===== src/rtl/game_flow_ctrl.sv =====
// Brick-breaker game-flow controller: menu/play/pause/clear/win/lose sequencing,
// lives, skill-point budget with timed regeneration; all outputs registered.
module game_flow_ctrl #(
  parameter  int NUM_STAGES  = 3,
  parameter  int MAX_LIVES   = 5,
  parameter  int MAX_SKILL   = 3,
  parameter  int NUM_SKILLS  = 3,
  parameter  int CLEAR_TICKS = 40,
  parameter  int REGEN_TICKS = 200,
  localparam int SW = (NUM_STAGES > 1) ? $clog2(NUM_STAGES) : 1,
  localparam int LW = $clog2(MAX_LIVES + 1),
  localparam int PW = $clog2(MAX_SKILL + 1),
  localparam int CW = (CLEAR_TICKS > 1) ? $clog2(CLEAR_TICKS) : 1,
  localparam int RW = (REGEN_TICKS > 1) ? $clog2(REGEN_TICKS) : 1
) (
  input  logic                  clk_22,
  input  logic                  rst,
  input  logic                  start_press,
  input  logic                  pause_press,
  input  logic                  bricks_empty,
  input  logic                  ball_lost,
  input  logic [NUM_SKILLS-1:0] skill_req,
  input  logic [NUM_SKILLS-1:0] skill_active,
  output logic [2:0]            state,
  output logic [SW-1:0]         stage_idx,
  output logic [LW-1:0]         lives,
  output logic [MAX_LIVES-1:0]  life_led,
  output logic [PW-1:0]         skill_points,
  output logic [NUM_SKILLS-1:0] skill_grant,
  output logic                  load_stage,
  output logic                  freeze
);

  typedef enum logic [2:0] {
    S_MENU  = 3'd0,
    S_PLAY  = 3'd1,
    S_PAUSE = 3'd2,
    S_CLEAR = 3'd3,
    S_WIN   = 3'd4,
    S_LOSE  = 3'd5
  } state_t;

  state_t                state_q, state_d;
  logic [SW-1:0]         stage_q, stage_d;
  logic [LW-1:0]         lives_q, lives_d;
  logic [PW-1:0]         points_q, points_d;
  logic [NUM_SKILLS-1:0] grant_q, grant_d;
  logic                  load_q, load_d;
  logic [CW-1:0]         clr_q, clr_d;
  logic [RW-1:0]         regen_q, regen_d;
  logic [MAX_LIVES-1:0]  led_q, led_d;
  logic                  freeze_q, freeze_d;
  logic [NUM_SKILLS-1:0] cand;
  logic                  moved, regen_wrap, do_grant;

  always_ff @(posedge clk_22 or posedge rst) begin
    if (rst) begin
      state_q  <= S_MENU;
      stage_q  <= '0;
      lives_q  <= LW'(MAX_LIVES);
      points_q <= PW'(MAX_SKILL);
      grant_q  <= '0;
      load_q   <= 1'b0;
      clr_q    <= '0;
      regen_q  <= '0;
      led_q    <= '1;
      freeze_q <= 1'b1;
    end else begin
      state_q  <= state_d;
      stage_q  <= stage_d;
      lives_q  <= lives_d;
      points_q <= points_d;
      grant_q  <= grant_d;
      load_q   <= load_d;
      clr_q    <= clr_d;
      regen_q  <= regen_d;
      led_q    <= led_d;
      freeze_q <= freeze_d;
    end
  end

  always_comb begin
    state_d    = state_q;
    stage_d    = stage_q;
    lives_d    = lives_q;
    points_d   = points_q;
    clr_d      = clr_q;
    regen_d    = regen_q;
    grant_d    = '0;
    load_d     = 1'b0;
    cand       = skill_req & ~skill_active;
    moved      = 1'b0;
    regen_wrap = 1'b0;
    do_grant   = 1'b0;
    case (state_q)
      S_MENU: begin
        if (start_press) begin
          state_d  = S_PLAY;
          stage_d  = '0;
          lives_d  = LW'(MAX_LIVES);
          points_d = PW'(MAX_SKILL);
          regen_d  = '0;
          load_d   = 1'b1;
        end
      end
      S_PLAY: begin
        // The loader writes the new map during the load_stage cycle, so a stale empty flag is ignored then.
        if (bricks_empty && !load_q) begin
          moved = 1'b1;
          if (stage_q == SW'(NUM_STAGES - 1)) begin
            state_d = S_WIN;
          end else begin
            state_d = S_CLEAR;
            clr_d   = CW'(CLEAR_TICKS - 1);
          end
        end else if (ball_lost) begin
          if (lives_q == LW'(1)) begin
            moved   = 1'b1;
            state_d = S_LOSE;
            lives_d = '0;
          end else begin
            lives_d = lives_q - LW'(1);
          end
        end else if (pause_press) begin
          moved   = 1'b1;
          state_d = S_PAUSE;
        end
        if (REGEN_TICKS > 0) begin
          if (regen_q == RW'(REGEN_TICKS - 1)) begin
            regen_wrap = 1'b1;
            regen_d    = '0;
          end else begin
            regen_d = regen_q + RW'(1);
          end
        end
        do_grant = !moved && (points_q != '0) && (cand != '0);
        if (do_grant) grant_d = cand & (~cand + NUM_SKILLS'(1));
        if (do_grant && !regen_wrap) begin
          points_d = points_q - PW'(1);
        end else if (!do_grant && regen_wrap && (points_q != PW'(MAX_SKILL))) begin
          points_d = points_q + PW'(1);
        end
      end
      S_PAUSE: begin
        if (pause_press) state_d = S_PLAY;
      end
      S_CLEAR: begin
        if (clr_q == '0) begin
          state_d = S_PLAY;
          stage_d = stage_q + SW'(1);
          load_d  = 1'b1;
          regen_d = '0;
        end else begin
          clr_d = clr_q - CW'(1);
        end
      end
      S_WIN, S_LOSE: begin
        if (start_press) state_d = S_MENU;
      end
      default: state_d = S_MENU;
    endcase
  end

  // Derived outputs come from next-state values so they register alongside state/lives.
  always_comb begin
    freeze_d = (state_d != S_PLAY);
    for (int i = 0; i < MAX_LIVES; i++) led_d[i] = (int'(lives_d) > i);
  end

  assign state        = state_q;
  assign stage_idx    = stage_q;
  assign lives        = lives_q;
  assign life_led     = led_q;
  assign skill_points = points_q;
  assign skill_grant  = grant_q;
  assign load_stage   = load_q;
  assign freeze       = freeze_q;

endmodule


===== config.mk =====
export PLATFORM = sky130hd
export DESIGN_NAME = game_flow_ctrl
export DESIGN_NICKNAME = d
export VERILOG_FILES = /design/src/rtl/game_flow_ctrl.sv
export SDC_FILE = /design/constraint.sdc
export NUM_CORES = 1
export LEC_CHECK = 0
export ABC_AREA = 1
export CORE_UTILIZATION = 55
export CTS_BUF_LIST = sky130_fd_sc_hd__clkbuf_8
export CTS_CLUSTER_DIAMETER = 120
export DETAILED_ROUTE_END_ITERATION = 10
export PLACE_DENSITY = 0.89
export SYNTH_ARGS = -nofsm -noshare
export SYNTH_HDL_FRONTEND = slang
export SYNTH_SLANG_ARGS = --single-unit

===== constraint.sdc =====
create_clock -name clk_22 -period 1.75 [get_ports clk_22]
set_input_delay 0.35 -clock clk_22 [delete_from_list [all_inputs] [get_ports clk_22]]
set_output_delay 0.35 -clock clk_22 [all_outputs]
set_load 0.005 [all_outputs]

==> results.cfg <==
[global_routing]
maximum_number_of_pins_on_one_net_before_global_route_repair = 35
grt_pass1_vias = 1607
grt_antenna_before_repair = 0
grt_first_pass_wirelength_mm = 6.94
globalRouteOverflowTotal = 0
grt.total_usage_pct = 26.4

[route]
vias = 1753
dr.pass1.iters = 4
postRouteAntennaNets = 0
route.detailed.vias_per_inst = 5.23
post_drt_wl_per_cell_um = 12.8
wl_mm = 4.28
drt_drc_violations_left = 0
first_iter_violations = 97

[clock_network]
clock_latency_ns = 0.29
cts_tree = built
tritoncts.num_buffers = 5
cts_max_level = 2
cts_sinks = 34
clockRootBuffer = sky130_fd_sc_hd__clkbuf_8
clk_path_buf_depth = 2
cts.reportedPaths.clkPinSlew_ns = 0.07

[synth]
synth_cell_type_count = 31
synth_top_family_by_area = simple AND/OR/NAND/NOR gates
synth_simple_gate_area_share_pct = 29.1
synth_xor_xnor_area_share_pct = 1.85
synth-compound-area-share_pct = 10.0
synth.area.mux_share_pct = 0
synth_seq_cells = 34
yosysSeqAreaShare_pct = 45.6
synthAdderAreaFrac_pct = 3.96
synth.net_count = 261
syn_area_per_cell_um2 = 7.80
warnings_synthesis = 0
syn-cell-area_um2 = 1890
synth_cells = 243

[placed_design]
io_buffers = 31
dp_hpwl_mm = 3.03
placed_cells = 324
dpl_cell_area_um2 = 2300
place.gp.congestion = 0.896
dpl_worst_slack_ns = -0.116

[pwr]
vdd_ir_drop_max_uv = 1060
sequentialPowerShare_pct = 34.4
p_comb_share_pct = 49.2
internal_power_mw = 2.11
power.switching_fraction_pct = 41.5
power.total_mw = 3.60
power.density_nw_per_um2 = 1490
leakage_power_nw = 1.21
p_switching_mw = 1.50
clkPwrFrac_pct = 16.4

[sta]
maxSlewHeadroom_pct = 72.1
final_max_slew_viol_count = 0
worst-slew-pin-transition_ns = 0.419
fin_crit_sh_pct = 97.6
fin_skew_ns = 0.00348
hold_viol = 0
shortest_period_the_worst_path_allows_ns = 1.71
clock.fmax_mhz = 585
final.setup.tns_ns = 0
hold_ws_ns = 0.450
postLayoutSetupSlackWorst_ns = 0.0420
setup_viol_count_final = 0

[worst_setup_path]
path_cells = clkdlybuf4s50_1
criticalPathCategory = flip-flop to primary output
cp_max_fo = 4
cp_data_required_time_ns = 1.40
worstPathBufferInverterCount = 1
critPathSlowestCell = sky130_fd_sc_hd__dfstp_2
cpPeakStageDelay_ns = 0.56
worst_ep_arrival_time_ns = 1.36
crit_family = flip-flops
start_kind = flip-flop
timing.critical_path.to_type = primary output

[final_layout]
post-route-cell-area_um2 = 2420
diodes = 0
final_net_count = 308
layout-drive-gt1-share_pct = 16.8
areaGrowthSynthToFinish_pct = 27.8
layoutNonFillerInstCount = 335
final_util_pct = 76.8

[floorplanning]
io_pins = 32
die_width_um = 60.7
core_area_um2 = 3150
die_area_um2 = 3680
rows = 20
chipHeight_um = 60.7
initial_utilization_pct = 60.1

[hold_path]
timing.hold.worst.class = input pin to async pin

[job]
timing.max_cap.violations = 0

[status]
status = finished clean
## cells in the final DEF, fill, tap and decap left out, drive strengths merged, types with 5 or more instances in the layout
cell           Yosys  routed
nand2             62      62
inv               45      46
clkdlybuf4s50      0      30
dfrtp             24      24
nor2              24      24
nand3             21      21
o21ai             18      18
dfstp             10      10
buf                1      10
a21oi             10      10
ha                 6       6
clkbuf             0       6
nor3               5       5
## state kept, by name, summed over array words and instances, names as in the netlist
name          count
clr_q             6
state             3
regen_q           8
lives             3
load_stage        1
skill_grant       3
skill_points      2
freeze            1
stage_idx         2
life_led          5
## synth_stat cells, drive strengths merged
master | n | area, µm²
nor3 | 5 | 30.0
a21oi | 10 | 57.6
nand3b | 1 | 7.51
dfrtp | 24 | 601
nor4 | 1 | 6.26
or2 | 1 | 6.26
nor2 | 24 | 125
xnor2 | 1 | 8.76
a22oi | 1 | 7.51
o21ai | 18 | 93.8
o21a | 1 | 7.51
nand4 | 4 | 25.0
o211ai | 1 | 7.51
nor3b | 1 | 7.51
o2111ai | 1 | 8.76
buf | 1 | 11.3
dfstp | 10 | 263
a21boi | 1 | 7.51
xor2 | 3 | 26.3
nand2 | 62 | 238
inv | 45 | 169
nand3 | 21 | 105
ha | 6 | 75.1
## repair_timing
item                       CTS  global route
gates resized for setup      0             3
hold buffers                 0             0
setup buffers                0             3
setup endpoints to repair    0             6
## routing by layer
layer | global-route usage, % | share of wire (%)
met5 | 0 | 0
met2 | 44.6 | 52
met1 | 31.3 | 41
met4 | 9.74 | 2.0
met3 | 8.96 | 5.0
## power by group through the flow
stage	clock network (mW)	registers (mW)	logic, mW
2_1_floorplan	0	1.22	1.09
3_3_place_gp	0	1.24	1.64
3_5_place_dp	0	1.25	1.71
4_1_cts	0.598	1.24	1.75
5_1_grt	0.629	1.27	1.97
6_report	0.590	1.24	1.77
## path summary, 6_finish.rpt
path                            cells past startpoint               to             from  slack (ns)
max in group asynchronous                           3      life_led[3]              rst        0.96
worst min register to register                      2       regen_q[1]       regen_q[1]        0.51
worst min-delay path                                3         clr_q[4]              rst        0.45
worst max-delay path                                1  skill_points[0]  skill_points[0]        0.04
min in group clk_22                                 2       regen_q[1]       regen_q[1]        0.51
worst max register to register                      9      life_led[4]         lives[0]        0.12
## kinds of logic after synthesis
family	count (synthesis)
xor gates and xnor gates	4
adders and majority gates	6
DFF	34
AOI/OAI and AO/OA	33
and+or+nand+nor	120
buffers and inverters	46
## final cells by class
cell class                 count  area [µm²]
sequential                    34         865
fill                         229         732
tap                           44        55.1
timing repair buffer          41         388
inverter                      45         169
clock inverter                 2        8.76
clock buffer                   6        82.6
multi-input combinational    163         853
Power figures use the tool's default switching activity.
